**src/rtl/vc_output_unit_p.sv**
```systemverilog
// rtl/vc_output_unit_p.sv - per-port output unit: per-VC flit FIFOs, credits, packet locks, round-robin link arbiter
//
// Purpose: buffers flits from the crossbar in one FIFO per virtual channel,
// tracks downstream buffer space with one credit counter per VC, keeps a
// per-VC packet lock, and sends at most one flit per cycle to the link.
//
// Ports:
//   clk, reset        clock, asynchronous active-high reset
//   idata/ivalid/ivch flit from crossbar, its valid and target VC
//   iack[NUM_VC]      credit return pulses from downstream
//   ordy[NUM_VC]      VC FIFO not full (registered decode)
//   olck[NUM_VC]      VC owned by a packet in flight
//   odata/ovalid/ovch registered flit to link, valid and VC
//   err_ovf           sticky: a write was dropped
module vc_output_unit_p #(
  parameter int DATA_WIDTH = 64,
  parameter int NUM_VC     = 4,
  parameter int VCH_BITS   = 2,
  parameter int FIFO_DEPTH = 4,
  parameter int CREDITS    = 4
) (
  input  logic                  clk,
  input  logic                  reset,
  input  logic [DATA_WIDTH-1:0] idata,
  input  logic                  ivalid,
  input  logic [VCH_BITS-1:0]   ivch,
  input  logic [NUM_VC-1:0]     iack,
  output logic [NUM_VC-1:0]     ordy,
  output logic [NUM_VC-1:0]     olck,
  output logic [DATA_WIDTH-1:0] odata,
  output logic                  ovalid,
  output logic [VCH_BITS-1:0]   ovch,
  output logic                  err_ovf
);

  localparam int PW   = (FIFO_DEPTH > 1) ? $clog2(FIFO_DEPTH) : 1;
  localparam int CNTW = $clog2(FIFO_DEPTH + 1);
  localparam int CW   = $clog2(CREDITS + 1);
  localparam logic [CNTW-1:0]     DEPTH_C = CNTW'(FIFO_DEPTH);
  localparam logic [CW-1:0]       CRED_C  = CW'(CREDITS);
  localparam logic [VCH_BITS:0]   NVC_C   = (VCH_BITS + 1)'(NUM_VC);
  localparam logic [1:0]          T_HEAD  = 2'b01;
  localparam logic [1:0]          T_TAIL  = 2'b11;

  logic [DATA_WIDTH-1:0] r_mem    [NUM_VC][FIFO_DEPTH];
  logic [PW-1:0]         r_wptr   [NUM_VC];
  logic [PW-1:0]         r_rptr   [NUM_VC];
  logic [CNTW-1:0]       r_count  [NUM_VC];
  logic [CW-1:0]         r_credit [NUM_VC];
  logic [NUM_VC-1:0]     r_lck;
  logic [VCH_BITS-1:0]   r_rr;
  logic [DATA_WIDTH-1:0] r_odata;
  logic                  r_ovalid;
  logic [VCH_BITS-1:0]   r_ovch;
  logic                  r_err;

  logic [NUM_VC-1:0]     w_elig;
  logic                  w_gnt;
  logic [VCH_BITS-1:0]   w_gnt_vc;
  logic [VCH_BITS-1:0]   w_cand;
  logic [DATA_WIDTH-1:0] w_gnt_data;
  logic                  w_vc_ok;
  logic                  w_wr;
  logic                  w_drop;
  logic                  w_in_head;
  logic                  w_out_tail;
  logic [NUM_VC-1:0]     w_wr_vec;
  logic [NUM_VC-1:0]     w_pop_vec;

  always_comb begin
    for (int v = 0; v < NUM_VC; v++) begin
      w_elig[v] = (r_count[v] != '0) && (r_credit[v] != '0);
      ordy[v]   = (r_count[v] != DEPTH_C);
    end
  end

  // Round-robin scan starting at r_rr; first eligible VC wins.
  always_comb begin
    w_gnt    = 1'b0;
    w_gnt_vc = '0;
    w_cand   = '0;
    for (int i = 0; i < NUM_VC; i++) begin
      w_cand = VCH_BITS'((int'(r_rr) + i) % NUM_VC);
      if (!w_gnt && w_elig[w_cand]) begin
        w_gnt    = 1'b1;
        w_gnt_vc = w_cand;
      end
    end
  end

  assign w_gnt_data = r_mem[w_gnt_vc][r_rptr[w_gnt_vc]];
  assign w_out_tail = (w_gnt_data[DATA_WIDTH-1:DATA_WIDTH-2] == T_TAIL);
  assign w_in_head  = (idata[DATA_WIDTH-1:DATA_WIDTH-2] == T_HEAD);
  assign w_vc_ok    = ({1'b0, ivch} < NVC_C);

  // A full FIFO still accepts a write when the same VC pops this cycle.
  assign w_wr   = ivalid && w_vc_ok &&
                  ((r_count[ivch] != DEPTH_C) || (w_gnt && (w_gnt_vc == ivch)));
  assign w_drop = ivalid && !w_wr;

  always_comb begin
    for (int v = 0; v < NUM_VC; v++) begin
      w_wr_vec[v]  = w_wr && (ivch == VCH_BITS'(v));
      w_pop_vec[v] = w_gnt && (w_gnt_vc == VCH_BITS'(v));
    end
  end

  always_ff @(posedge clk) begin
    if (w_wr) r_mem[ivch][r_wptr[ivch]] <= idata;
  end

  always_ff @(posedge clk or posedge reset) begin
    if (reset) begin
      for (int v = 0; v < NUM_VC; v++) begin
        r_wptr[v]   <= '0;
        r_rptr[v]   <= '0;
        r_count[v]  <= '0;
        r_credit[v] <= CRED_C;
      end
      r_lck    <= '0;
      r_rr     <= '0;
      r_odata  <= '0;
      r_ovalid <= 1'b0;
      r_ovch   <= '0;
      r_err    <= 1'b0;
    end else begin
      for (int v = 0; v < NUM_VC; v++) begin
        if (w_wr_vec[v])  r_wptr[v] <= r_wptr[v] + PW'(1);
        if (w_pop_vec[v]) r_rptr[v] <= r_rptr[v] + PW'(1);
        if (w_wr_vec[v] && !w_pop_vec[v])      r_count[v] <= r_count[v] + CNTW'(1);
        else if (!w_wr_vec[v] && w_pop_vec[v]) r_count[v] <= r_count[v] - CNTW'(1);
        // Send and credit return together cancel; returns beyond CREDITS saturate.
        if (w_pop_vec[v] && !iack[v])
          r_credit[v] <= r_credit[v] - CW'(1);
        else if (iack[v] && !w_pop_vec[v] && (r_credit[v] != CRED_C))
          r_credit[v] <= r_credit[v] + CW'(1);
        // Head write has priority over tail send on the same VC.
        if (w_wr_vec[v] && w_in_head)        r_lck[v] <= 1'b1;
        else if (w_pop_vec[v] && w_out_tail) r_lck[v] <= 1'b0;
      end
      if (w_gnt) begin
        r_odata  <= w_gnt_data;
        r_ovch   <= w_gnt_vc;
        r_ovalid <= 1'b1;
        r_rr     <= VCH_BITS'((int'(w_gnt_vc) + 1) % NUM_VC);
      end else begin
        r_ovalid <= 1'b0;
      end
      if (w_drop) r_err <= 1'b1;
    end
  end

  assign olck    = r_lck;
  assign odata   = r_odata;
  assign ovalid  = r_ovalid;
  assign ovch    = r_ovch;
  assign err_ovf = r_err;

endmodule

```
**config.mk**
```make
export PLATFORM = sky130hd
export DESIGN_NAME = vc_output_unit_p
export DESIGN_NICKNAME = d
export VERILOG_FILES = /design/src/rtl/vc_output_unit_p.sv
export SDC_FILE = /design/constraint.sdc
export NUM_CORES = 1
export LEC_CHECK = 0
export ABC_CLOCK_PERIOD_IN_PS = 11100
export CAP_MARGIN = 30
export CORE_MARGIN = 5
export CORE_UTILIZATION = 46
export DETAILED_ROUTE_END_ITERATION = 12
export SETUP_SLACK_MARGIN = 0.2
export SLEW_MARGIN = 20
export SYNTH_ARGS = -nofsm -noshare
export SYNTH_HDL_FRONTEND = slang
export SYNTH_SLANG_ARGS = --single-unit
export TNS_END_PERCENT = 1
```
**constraint.sdc**
```tcl
create_clock -name clk -period 11.1 [get_ports clk]
set_clock_uncertainty 0.1 [all_clocks]
set_input_delay 3.33 -clock clk [delete_from_list [all_inputs] [get_ports clk]]
set_output_delay 3.33 -clock clk [all_outputs]
set_load 0.01 [all_outputs]
```
==> out/summary.txt, run 1 <==
Run status - finished, final reports clean
Clk sink count - 1,138
Rel. slew slack - 32.7%
Routed WL per cell - 23.3 um
DIE AREA - 106,000 um2
Max_cap viols - 0
Area growth syn-to-layout - 14.0%
Tmin final - 7.10 ns
I/O pin cnt - 149
FF-to-FF End - odata[41]$_DFFE_PP0P_
PostCTS Resize Cnt - 0
Fill count - 8,146
Met2 wire length - 55,500 um
CP Class - in -> reg
Netlist cell types - 70
Largest net degree at the start of global routing - 185
Worst-Skew Late Latency - 0.69 ns
Row count - 115
Drt total wl - 115,000 um
Synth async-reset ratio - 10.0%
Syn Nets - 3,587
Total global-route track usage - 21.3%
Chip Width - 325 um
Setup repair after global routing missed its margin - false
Post-synth EDFFs - 1,024
DP HPWL - 60,000 um
DP Cell Count - 4,741
Worst Hold End - odata[62]$_DFFE_PP0P_
Vias in the first global route - 27,600
Crit share post-route - 63.9%
Top FF cell, synth - edfxtp_1
Die Y-Extent - 325 um
Hold depth - 2
Mapped cell area - 45,700 um2
Cell count after synthesis - 3,498
Cell taking the most area after synthesis - edfxtp_1
Reg2reg start - r_credit[11]$_DFFE_PP1P_
GP Congestion - 0.757
DRC - 0
Commonest non-fill, non-tap cells in the layout - 1,094 x nand2_1, 1,024 x edfxtp_1, 328 x nand3_1
Most common cell after layout, fill and taps aside - nand2_1
Final setup violating endpoints - 0
Synth top area share - 67.3%
Post-CTS setup buffers - 0
Reg clk slew, reported paths - 0.06 ns
Met3 WL - 6220 um
Share of layout cells above drive strength 1 - 7.11%
Initial Util - 46.4%
DR pass1 iterations - 7
Post-Layout Cell Count - 4,958
DR vias/cell - 5.70
Antenna violations before repair - 3
Wire length on met1 - 50,600 um
Post-DRT Antenna Nets - 0
Via count - 28,300
CP Capture Type - flip-flop
TritonCTS clock tree - done
Hold Crit Class - reg -> reg
Port bufs - 148
Arr. time, crit path - 7.29 ns
CTS root buf - clkbuf_16
Worst Reg-to-Reg Cells - 12
Hold violation count in the final report - 0
Worst-Margin Slew - 1.01 ns
Warnings from Yosys - 0
Total CTS buffers - 115
Area contributors post-synth - edfxtp_1 67%, nand2_1 9.0%, dfrtp_1 6.0%
Hold path startpoint - odata[62]$_DFFE_PP0P_
Final nets - 3,660
Data required time at the worst endpoint - 11.30 ns
Reg2reg setup slack - 5.04 ns
Max-slew violation count - 0
Register bit total from synthesis - 1,138
Congestion Overflow GR - 0
First-pass GRT wire length - 174,000 um
H-tree Lvls - 3
1st-iter DRT viols - 2,830
Sequential area share after synthesis - 73.5%
Synthesized area per cell - 13.1 um2
Hold_buf cts - 0
Clock tree buffer depth - 3
Fmax - 141 MHz
Max layer used - met5
Setup crit start kind - input port
Critical Path Fanout Max - 41
Core area - 98,600 um2
[synth_stat cells (3+ instances only)]
cell and count:
nand2_1 1094, edfxtp_1 1024, nand3_1 328, and3_1 190
clkbuf_1 155, a311oi_1 129, dfrtp_1 110, buf_2 70
a311o_1 64, o31ai_1 62, nor2_1 28, a21oi_1 21
inv_1 20, o21ai_0 18, xnor2_1 14, xor2_1 12
nor3_1 9, buf_6 8, fa_1 8, ha_1 8
a22oi_1 6, a32oi_1 6, o211ai_1 6, a21o_1 5
a31oi_1 5, mux2_2 5, mux2i_1 5, nand2b_1 5
nor2b_1 5, and2_1 4, buf_4 4, dfstp_2 4
inv_2 4, nor4_1 4, a211oi_1 3, nand3b_1 3
nor3_2 3, nor3b_1 3, or2_2 3, or3_1 3
[cells by family (layout without fill, tap and decap cells)]
family	count (synthesis)	after routing	synth area share, %
AO/OA/AOI/OAI	345	345	6.27
XOR/XNOR	26	26	0.498
adder cells (fa/ha/maj)	16	16	0.569
buffers and inverters	263	434	2.51
flip-flops	1138	1138	73.5
multiplexers	13	13	0.356
other	0	2	0
AND/OR/NAND/NOR	1697	1697	16.3
[flip-flops by register name, summed over array words and instances, names as in the netlist]
register / cells
r_mem: 1024
odata: 64
r_count: 12
r_credit: 12
r_rptr: 8
r_wptr: 8
olck: 4
ovch: 2
r_rr: 2
err_ovf: 1
ovalid: 1
[final cells by class]
cell class              instances  area [um2]  share of cell area [%]
diodes                          2        5.00                 0.00960
inverters                      24         110                   0.211
flip-flops and latches       1138       33600                    64.5
repair buffers                195        1960                    3.76
well taps                    1287        1610                    3.09
multi-input cells            2097       11100                    21.3
clock inverters                41         410                   0.787
clock buffers                 174        3300                    6.33
[per-layer routing]
metal  GRT usage, %  vias to the layer above
li1               -                    13000
met1           30.0                    14300
met2           34.9                      780
met3           3.11                      164
met4           5.91                        2
met5              0                        -
[stage by stage]
stage / area [um2] / setup slack [ns] / utilization (%) / hold slack [ns] / setup TNS, ns
global placement: 48300 / 3.31 / 49.0 / 0.352 / 0
CTS: 52100 / 4.01 / 52.9 / 0.368 / 0
floorplan: 45700 / -0.132 / - / 0.344 / -25.29
detailed placement: 48400 / 3.28 / 49.1 / 0.356 / 0
global route: 52100 / 3.81 / 52.9 / 0.390 / 0
finish: 52100 / 4.00 / 52.9 / 0.363 / 0
[worst max-delay path by stage]
| stage | slack, ns | end | cells past startpoint | startpoint |
|---|---|---|---|---|
| 2_1_floorplan | -0.13 | r_mem[2][192]$_DFFE_PP_ | 6 | ivch[0] |
| 3_3_place_gp | 3.31 | r_mem[3][102]$_DFFE_PP_ | 8 | ivch[0] |
| 3_5_place_dp | 3.28 | r_mem[3][102]$_DFFE_PP_ | 8 | ivch[0] |
| 4_1_cts | 4.01 | r_mem[3][102]$_DFFE_PP_ | 8 | ivch[0] |
| 5_1_grt | 3.81 | r_mem[3][102]$_DFFE_PP_ | 7 | ivch[1] |
| 6_report | 4.00 | r_mem[3][102]$_DFFE_PP_ | 8 | ivch[0] |
[critical path: stages]
cell and delay, ns:
clkdlybuf4s50_1 0.97, nor2_1 0.11, a311o_1 0.36, o311ai_2 0.10, and2_1 0.44, nand3b_1 0.37, nor2_4 0.80, buf_4 0.76
Power of run 1 is left out: the tool's default activity adds up to more than one toggle a clock period on the data nets, which glitch-free logic cannot reach.
==> run 2: changes to the inputs <==
Settings changed: ABC_CLOCK_PERIOD_IN_PS 11100 to 7100.
Clock period 11.1 ns to 7.1 ns, I/O delays scaled along.
==> run 2 against run 1 <==
Net effect: routed wire length down 2.6%; critical path depth decreased by 1; sequential share of layout area down 0.34 points; worst hold slack gained 0.0085 ns; non-clock buffer count rose by 14; sequential cell count unchanged; die area stayed put; via count shrank 0.10%; core utilization up 0.28 points; cell count grew 0.36%; first-iteration DRC count fell by 22%; design area increased by 0.54%; highest routed layer is now met4.
==> out/summary.txt, run 2 (synthesized netlist as in run 1, its figures left out) <==
Run status - finished, final reports clean
CTS root buf - clkbuf_16
Rel. slew slack - 31.0%
First-pass GRT wire length - 173,000 um
DIE AREA - 106,000 um2
GR Util met3 - 2.52%
Crit path cell chain - clkdlybuf4s50_1 > xnor2_1 > o311ai_2 > and2_1 > nand3b_1 > nor3_2 > buf_12
Row count - 115
I/O pin cnt - 149
Total CTS buffers - 116
Crit share post-route - 75.4%
Max-slew violation count - 0
Post-Layout Cell Count - 4,976
Largest delay share family, worst path - simple AND/OR/NAND/NOR gates
Dpl cell area - 48,600 um2
Via count - 28,200
Worst-Skew Late Latency - 0.68 ns
H-tree Lvls - 3
Clk sink count - 1,138
Final setup violating endpoints - 0
Layer with the highest usage - met2
Drt total wl - 112,000 um
Antenna violations before repair - 2
Clock tree buffer depth - 3
Reg clk slew, reported paths - 0.06 ns
Max stage delay on crit path - 0.97 ns
Commonest non-fill, non-tap cells in the layout - 1,094 x nand2_1, 1,024 x edfxtp_1, 328 x nand3_1
Critical Path Fanout Max - 27
1st-iter DRT viols - 2,218
Worst path slowest cell - clkdlybuf4s50_1
Most common cell after layout, fill and taps aside - nand2_1
Post-CTS setup buffers - 0
DP Cell Count - 4,753
Met2 GRT Util - 34.9%
Fmax - 187 MHz
TritonCTS clock tree - done
Vias in the first global route - 28,100
Routed WL per cell - 22.6 um
Hold violation count in the final report - 0
DP HPWL - 57,800 um
DR vias/cell - 5.67
CP Class - in -> reg
Post-DRT Antenna Nets - 0
Largest net degree at the start of global routing - 185
Port bufs - 148
Setup repair after global routing missed its margin - false
DR pass1 iterations - 5
Congestion Overflow GR - 0
Tmin final - 5.35 ns
PostCTS Resize Cnt - 0
Routing usage on met1 - 29.5%
GP Congestion - 0.733
Fin util - 53.2%
Core area - 98,600 um2
CP Capture Type - flip-flop
Design Area, Final - 52,400 um2
Max reg flops - 1,024
Share of layout cells above drive strength 1 - 7.46%
Arr. time, crit path - 5.61 ns
Worst-Margin Slew - 1.03 ns
Die Y-Extent - 325 um
Total global-route track usage - 20.8%
Max_cap viols - 0
CP Buf/Inv Count - 2
Fill count - 8,194
Initial Util - 46.4%
Chip Width - 325 um
Hold Crit Class - reg -> reg
Hold_buf cts - 0
Setup crit start kind - input port
Area growth syn-to-layout - 14.6%
Data required time at the worst endpoint - 7.36 ns
Final nets - 3,675
DRC - 0
## run 2: final timing paths
| check | slack (ns) | endpoint | depth (start not counted) | start |
|---|---|---|---|---|
| min | 0.37 | r_rptr[5]$_DFFE_PP0P_ | 1 | r_rptr[5]$_DFFE_PP0P_ |
| max | 1.75 | r_mem[0][76]$_DFFE_PP_ | 7 | ivch[1] |
| min in group asynchronous | 1.71 | odata[57]$_DFFE_PP0P_ | 2 | reset |
| min reg2reg | 0.37 | r_rptr[5]$_DFFE_PP0P_ | 1 | r_rptr[5]$_DFFE_PP0P_ |
| max in group asynchronous | 3.95 | odata[16]$_DFFE_PP0P_ | 4 | reset |
| max reg2reg | 1.78 | r_mem[0][76]$_DFFE_PP_ | 11 | r_credit[11]$_DFFE_PP1P_ |
## run 2: layout make-up
cell class                 instances  area [um2]  area share, %
timing repair buffer             209        2200           4.21
tap                             1287        1610           3.07
clock inverter                    56         498          0.950
clock buffer                     164        3220           6.14
multi-input combinational       2097       11200           21.3
inverter                          24         110          0.210
antenna                            1        2.50        0.00478
sequential                      1138       33600           64.1
## run 2: worst register-to-register path, delay by kind of cell, from the launching register on
kind                   cells  cell delay, ns
XOR/XNOR                   1            0.17
flip-flops                 1            0.56
AO/OA/AOI/OAI              2            1.20
AND/OR/NAND/NOR            6            2.20
buffers and inverters      2            0.73
## run 2: per-stage QoR
step                setup TNS, ns  hold WS (ns)  setup WS [ns]
floorplan                 -186.49         0.344          -1.25
global placement                0         0.360           1.04
detailed placement              0         0.364           1.07
CTS                             0         0.376           1.72
global route                    0         0.399           1.43
finish                          0         0.371           1.75
## run 2: layer usage
metal | part of all wire, % | routed length, um
met5 | 0 | 0
met4 | 1.6 | 1770
met3 | 4.4 | 4960
met2 | 49 | 55300
met1 | 45 | 50300
Power of run 2 is left out for the same reason.
